**src/rtl/lbist_pkg.sv**
```systemverilog
// Shared LBIST definitions: output-response-analyser state encoding and the
// default polynomial/seed constants also used by the pattern generator.
package lbist_pkg;

    typedef enum logic [1:0] {
        ST_IDLE     = 2'd0,
        ST_COMPRESS = 2'd1,
        ST_COMPARE  = 2'd2,
        ST_DONE     = 2'd3
    } ora_state_t;

    localparam int         DEF_BITS = 3;
    localparam logic [2:0] DEF_POLY = 3'b011;
    localparam logic [2:0] DEF_SEED = 3'b000;

endpackage

```
**src/rtl/misr.sv**
```systemverilog
// Multiple-input signature register: loads SEED, folds one response word per
// enabled edge with internal XOR feedback from the top stage, otherwise holds.
module misr
    import lbist_pkg::*;
#(
    parameter int               BITS = DEF_BITS,
    parameter logic [BITS-1:0]  POLY = BITS'(DEF_POLY),
    parameter logic [BITS-1:0]  SEED = BITS'(DEF_SEED)
) (
    input  logic            clk,
    input  logic            rst,
    input  logic            load,
    input  logic            fold,
    input  logic [BITS-1:0] resp,
    output logic [BITS-1:0] sig
);

    logic [BITS-1:0] sig_next;
    logic            msb;

    // Stage 0 always receives the feedback; POLY[0] is implicit and unused.
    always_comb begin
        msb         = sig[BITS-1];
        sig_next    = '0;
        sig_next[0] = msb ^ resp[0];
        for (int i = 1; i < BITS; i++) begin
            sig_next[i] = sig[i-1] ^ resp[i] ^ (POLY[i] & msb);
        end
    end

    // NOTE: registers use non-blocking assignments so every flop samples the
    // pre-edge value of its neighbours, exactly like the hardware shift chain.
    always_ff @(posedge clk) begin
        if (!rst) begin
            sig <= SEED;
        end else if (load) begin
            sig <= SEED;
        end else if (fold) begin
            sig <= sig_next;
        end
    end

endmodule

```
**src/rtl/misr_ora.sv**
```systemverilog
// MISR-based output response analyser: compresses a session of CUT responses
// and compares the final signature against GOLDEN.
module misr_ora
    import lbist_pkg::*;
#(
    parameter int               BITS     = DEF_BITS,
    parameter int               PATTERNS = 7,
    parameter logic [BITS-1:0]  POLY     = BITS'(DEF_POLY),
    parameter logic [BITS-1:0]  SEED     = BITS'(DEF_SEED),
    parameter logic [BITS-1:0]  GOLDEN   = '0
) (
    input  logic            clk,
    input  logic            rst,
    input  logic            start,
    input  logic            resp_valid,
    input  logic [BITS-1:0] resp,
    input  logic            END,
    output logic [BITS-1:0] signature,
    output logic            busy,
    output logic            done,
    output logic            pass,
    output logic            fail
);

    localparam int CW = $clog2(PATTERNS + 1);

    ora_state_t    state, state_next;
    logic [CW-1:0] count;
    logic          load;
    logic          fold;
    logic          last_fold;

    misr #(
        .BITS (BITS),
        .POLY (POLY),
        .SEED (SEED)
    ) u_misr (
        .clk  (clk),
        .rst  (rst),
        .load (load),
        .fold (fold),
        .resp (resp),
        .sig  (signature)
    );

    assign last_fold = END || (count == CW'(PATTERNS - 1));

    // NOTE: every combinational output gets a default before the case so no
    // path leaves a signal unassigned, which would otherwise infer a latch.
    always_comb begin
        state_next = state;
        load       = 1'b0;
        fold       = 1'b0;
        unique case (state)
            ST_IDLE, ST_DONE: begin
                if (start) begin
                    load       = 1'b1;
                    state_next = ST_COMPRESS;
                end
            end
            ST_COMPRESS: begin
                if (resp_valid) begin
                    fold = 1'b1;
                    if (last_fold) state_next = ST_COMPARE;
                end
            end
            ST_COMPARE: state_next = ST_DONE;
            default:    state_next = ST_IDLE;
        endcase
    end

    always_ff @(posedge clk) begin
        if (!rst) begin
            state <= ST_IDLE;
            count <= '0;
            pass  <= 1'b0;
            fail  <= 1'b0;
        end else begin
            state <= state_next;
            if (load) begin
                count <= '0;
            end else if (fold) begin
                count <= count + 1'b1;
            end
            // Verdict is captured once, on the edge that closes COMPARE.
            if (state == ST_COMPARE) begin
                pass <= (signature == GOLDEN);
                fail <= (signature != GOLDEN);
            end else if (load) begin
                pass <= 1'b0;
                fail <= 1'b0;
            end
        end
    end

    assign busy = (state == ST_COMPRESS) || (state == ST_COMPARE);
    assign done = (state == ST_DONE);

endmodule

```
**config.mk**
```make
export PLATFORM = sky130hd
export DESIGN_NAME = misr_ora
export DESIGN_NICKNAME = d
export VERILOG_FILES = /design/src/rtl/lbist_pkg.sv /design/src/rtl/misr.sv /design/src/rtl/misr_ora.sv
export SDC_FILE = /design/constraint.sdc
export NUM_CORES = 1
export LEC_CHECK = 0
export ABC_AREA = 1
export BUFFER_PORTS_ARGS = -buffer_cell sky130_fd_sc_hd__buf_2
export CAP_MARGIN = 20
export CORE_MARGIN = 5
export CORE_UTILIZATION = 40
export CTS_CLUSTER_DIAMETER = 30
export DETAILED_ROUTE_END_ITERATION = 12
export SLEW_MARGIN = 10
export SYNTH_ARGS = -nofsm -noshare
export SYNTH_HDL_FRONTEND = slang
export SYNTH_HIERARCHICAL = 1
export SYNTH_SLANG_ARGS = --single-unit
export TNS_END_PERCENT = 10
```
**constraint.sdc**
```tcl
create_clock -name clk -period 2.2 [get_ports clk]
set_input_delay 0.33 -clock clk [delete_from_list [all_inputs] [get_ports clk]]
set_output_delay 0.33 -clock clk [all_outputs]
set_load 0.01 [all_outputs]
```
# Yosys cells after proc, flatten, opt, wreduce, memory -nomap -nowiden
# Cells that the tools add are included.
[totals]
in_bits = 8
ff_bits = 10
word_cells = 38
[op_classes]
n_reduce_logical = 9
addsub = 1
eq_ne = 7
muxes = 11
n_bitwise = 5
[ops]
columns = ["cell", "n"]
rows = [
  ["1-bit two-way mux", 7],
  ["2-bit two-way mux", 3],
  ["2-bit != test, second input constant", 3],
  ["2-bit one-hot mux with 3 select lines", 1],
  ["2-bit equality test, second input constant", 2],
  ["2-bit OR reduction", 2],
  ["1-bit XOR", 4],
  ["3-bit by 1-bit adder with 3-bit output, second input constant", 1],
  ["3-bit equality test, second input constant", 1],
  ["3-bit logical NOT", 1],
  ["3-bit AND reduction", 1],
  ["3-bit nonzero test", 1],
  ["2-bit by 1-bit equality test with 1-bit output, second input constant", 1],
  ["2-bit logical NOT", 1],
  ["1-bit logical OR", 2],
  ["2-bit nonzero test", 1],
  ["1-bit inverter", 1],
]

# Logic depth before layout (Yosys ltp)
[depth]
word_depth = 5
ltp_mapped = 9

# Hierarchy
# The synthesis kept the hierarchy.
[by_module_without_submodules]
columns = ["mod", "area_each_um2", "seq_area_each_um2", "cells_per_inst", "n_inst"]
rows = [
  ["misr_ora", 412.9, 140.1, 54, 1],
  ["misr", 167.7, 60.1, 27, 1],
]

# Least setup slack after synthesis
# No wires, ideal clock.
[synth_path]
path_kind = "reg2reg"
from = "reg state[0]"
to = "reg u_misr.sig[2]"
t_arrival_ps = 1135
n_path_buf = 0
stages_incl_launch_ff = 10
synth_period_minus_slack_ps = 1191
t_required_ps = 2144
path_slack_ps = 1009
path_cell_list = "dfxtp_1 -> inv_1 -> ha_1 -> nand2_2 -> inv_2 -> inv_1 -> nand2_1 -> a21oi_1 -> o21ai_1 -> inv_1"
[synth_between]
elab_chain_len = 4
elab_cells_between_ends = 7
cone_classes = "eq/ne: 2; mux: 2; reduce/logical: 3"
[synth_lines]
columns = ["item", "line_no", "rtl"]
rows = [
  ["start, declared", "misr_ora.sv:27", "ora_state_t state, state_next;"],
  ["start signal, assigned", "misr_ora.sv:79", "state <= state_next;"],
  ["2-bit equality test / 2-bit logical NOT (equally long branches)", "misr_ora.sv:54", "unique case (state)"],
  ["2-bit OR reduction *", "misr_ora.sv:54", ""],
  ["1-bit two-way mux *", "misr_ora.sv:54", ""],
  ["named net load", "misr_ora.sv:29", "logic load;"],
  ["2-bit OR reduction (no line) *", "--", ""],
  ["end signal, assigned", "misr.sv:39", "sig <= sig_next;"],
  ["end, declared", "misr.sv:15", "output logic [BITS-1:0] sig"],
]
# The timed path passes the listed nets; every way through them passes the cells marked *.
# A chain may end at the register's enable or synchronous reset.

# Worst setup path after layout
[layout_path]
from = "reg state[0]"
to = "out busy"
[layout_between]
elab_chain_len = 2
elab_cells_between_ends = 3
cone_classes = "eq/ne: 2; reduce/logical: 1"
[layout_lines]
columns = ["item", "line_no", "rtl"]
rows = [
  ["2-bit by 1-bit equality test with 1-bit output / 2-bit equality test (equally long branches)", "misr_ora.sv:96", "assign busy = (state == ST_COMPRESS) || (state == ST_COMPARE);"],
  ["1-bit logical OR *", "misr_ora.sv:96", ""],
  ["end, declared", "misr_ora.sv:19", "output logic busy,"],
]
# Mark *: on every way between the ends. The rest lies on a longest branch, timed or not.

==> results.txt <==
* Leakage power: approximately 0.40 nW
* Worst vdd rail ir drop: approximately 0.43 mV
* Cells resized by post-CTS repair: 0
- In this run the horizontal extent of the chip is 48.1 microns.
- FP Rows: 13
- Crit-path max cell delay: approximately 0.37 ns
- Synth area leaders: dfxtp_1 (34%), inv_1 (12%), ha_1 (11%), nand2_1 (10%), a21oi_1 (6.9%)
- Number of sinks on the clock net: 10
- In the routed design, unresolved DRC markers number 0.
- The clock reaches the later pin of the worst-skew pair after between 0.2 and 0.3 ns.
- For this block, the routed nets add up to approximately 1000 microns of wire.
* Number of placed instances, taps included: 110
- The net count of the finished layout is ~110.
- Result of the run: completed
* Share of the core filled with cells: 0.529
* Topmost layer with routed signal wires: met4
- Once detail routing completed, the nets flagged for antenna violations numbered 0.
* Power Density: slightly above 1000 nW/um^2
* Pin count of the biggest net entering global routing: 8
- After detailed routing, the met3 layer carries just over 60 microns of wire.
* Synthesized net count: 94
* Setup TNS: 0 ns
- Post-synthesis cell area: roughly 580 sq um
- Number of buffers inserted by hold repair at cts: 0
- Initial DRC count: 8
- The core region is 1330 sq um.
* WL/cell: 9.13 microns
- STA puts the critical path data arrival time at between 1 and 1.5 ns.
* Max Fanout on Critical Path: 4
* Post-route minimum period: 1.56 ns
- First-pass GRT wire length: between 1500 and 2000 microns
- R2r endpoint: u_misr/sig[2]$_SDFFE_PP0P_
- Number of buffers created by CTS: 3
- Top library cells by usage in the layout, fill and taps aside: inv_1 (19), nand2_1 (16), buf_2 (14)
* TritonCTS clock tree: done
- The critical path goes through inv_1 > ha_1 > inv_1 > buf_2.
- Initial antenna violation count: 0
* Number of vias in the routed layout: around 510
- Cell taking the most area after synthesis: dfxtp_1
- Each instance of the synthesized netlist takes up on average 7.17 sq um.
- Count of pins over their slew limit: 0
- By startpoint and endpoint, the worst setup path is classified as reg2out.
* Post-DP HPWL: ~850 microns
- In the final layout, the share of cells above drive strength 1 is 0.283.
- The startpoint identified for the worst register-to-register timing path is state[0]$_SDFFE_PN0P_.
- After filler insertion, the fill cell instance count of the layout stands at roughly 140.
- Cell Count, Final, Fillers Out: 114
- Hold Path Cell Cnt: 3
- Number of buffers between clock root and the deepest sink: 2
* GPL Wtd Cong: 0.737
- Number of stages on the worst setup path: 4
- Post-CTS Repair Setup Buffers: 0
- Worst EP required: about 1.9 ns
- Setup violations remaining at the end of the flow were counted as 0.
- Area share of the largest cell type after synthesis: 0.345
- Type of origin of the critical path: register
* Starting utilization of the core area: 0.435
- Total Power: ~0.7 mW
- The floorplan step set the die height to 48.1 microns.
- Aggregate global-route resource usage: 0.103
- STA classifies the critical path endpoint as a primary output.
- Length of routed met2 wiring: 460 microns
- Kind of path behind the tightest hold check: in2reg
- The detailed router put a total of slightly above 500 microns of wire on met1.
* Commonest non-fill, non-tap cell in the layout: inv_1
- Antenna diode count: 0
- Cells after synthesis: between 80 and 90
- Unique masters post-synth: 17
* Max stage delay cell, worst path: dfxtp_1
* Remaining global-route overflow: 0
- Layout Area Growth over Synthesis: 21.6%
- At the pin with the least slew margin, the transition time is around 0.22 ns.
- Setup repair after global routing left no endpoint under its margin.
* Rel. slew slack: 0.850
- Across the run, the number of max-cap violations was 0.
* Final hold violation count: 0
* Die Outline Area: 2310 sq um
* Top cell by count, worst path: inv_1
- Number of H-tree branching levels: 1
- Of the synthesized area, sequential elements account for 0.345.
* DR pass1 iterations: 4
- Based on the critical path, the design can be clocked at up to 0.639 GHz.
- Clock-pin slew on the worst setup and hold paths: approximately 0.070 ns
* Post-synthesis sequential element count: 10
- Number of global-route vias before repair: roughly 420
- Dividing the final minimum period by the clock period gives 0.711.
- Endpoint of the worst hold path: pass$_SDFFE_PN0P_
- Crit-path leading delay family: flip-flops
* Worst Clk Skew: approximately 0.0074 ns
* Register-to-register setup slack: approximately 0.87 ns
* # port buffers: 14
* Buffers & Inverters on Critical Path: 3
- CTS placed an instance of clkbuf_4 at the clock tree root.
- Reg2reg path depth: 9
* Via-per-instance ratio: roughly 4.4
- For this run, the number of Yosys warnings is 6.
- Io pins: 15
* Beginning of the worst hold path: rst
[kinds of logic after synthesis]
group / share of synthesized area
DFF: 0.345
xor gates and xnor gates: 0.0302
and+or+nand+nor: 0.231
AOI/OAI and AO/OA: 0.147
adders and majority gates: 0.108
buffers and inverters: 0.140
[through the flow]
step           cell area (sq um)  hold slack [ns]  setup WS (ns)
2_1_floorplan                581            0.444           1.01
4_1_cts                      706            0.296          0.607
3_3_place_gp                 669            0.455          0.917
6_report                     706            0.312          0.636
3_5_place_dp                 669            0.465          0.894
5_1_grt                      706            0.318          0.553
[cells in the mapped netlist]
cell / number
xor2_1: 2
a21oi_1: 8
inv_1: 19
o21ai_0: 1
inv_4: 1
nand2_1: 16
a21oi_2: 1
nand2_2: 3
o21ai_1: 2
o21ai_2: 1
nand3_2: 2
o31ai_2: 1
dfxtp_1: 10
ha_1: 5
inv_2: 1
nand3_1: 4
nor2_1: 4
[registers in the layout, summed over array words and instances, names as in the netlist]
register,cells
count,3
fail,1
pass,1
state,2
u_misr/sig,3
[worst min-delay path, stage by stage]
cell and delay [ns]:
buf_2 0.12, nand2_1 0.06, nor2_1 0.03
[worst max path at each step]
stage                                     start                         end  slack, ns
after floorplan           state[0]$_SDFFE_PN0P_  u_misr/sig[2]$_SDFFE_PP0P_       1.01
after global placement    state[0]$_SDFFE_PN0P_  u_misr/sig[2]$_SDFFE_PP0P_       0.92
after detailed placement  state[0]$_SDFFE_PN0P_  u_misr/sig[2]$_SDFFE_PP0P_       0.89
after CTS                 state[0]$_SDFFE_PN0P_                        busy       0.61
after global routing      state[0]$_SDFFE_PN0P_                        busy       0.55
final                     state[0]$_SDFFE_PN0P_                        busy       0.64
[per-layer routing]
| metal | vias up | track usage |
|---|---|---|
| met1 | 213 | 0.122 |
| met2 | 8 | 0.150 |
| li1 | 283 | - |
| met5 | - | 0 |
| met3 | 2 | 0.0554 |
| met4 | 0 | 0.0484 |
[report_power, final]
group	switching, mW	internal, mW	total (mW)
logic	0.179	0.120	0.299
registers	0.0357	0.219	0.255
clock network	0.0615	0.100	0.162
[layout make-up]
| type | count | area (sq um) | area share |
|---|---|---|---|
| timing repair buffer | 14 | 70.1 | 0.0993 |
| tap | 15 | 18.8 | 0.0266 |
| inverter | 21 | 81.3 | 0.115 |
| sequential | 10 | 200 | 0.284 |
| multi-input combinational | 50 | 299 | 0.424 |
| clock buffer | 4 | 36.3 | 0.0514 |
Note: power is estimated with default switching activity, not from simulation.
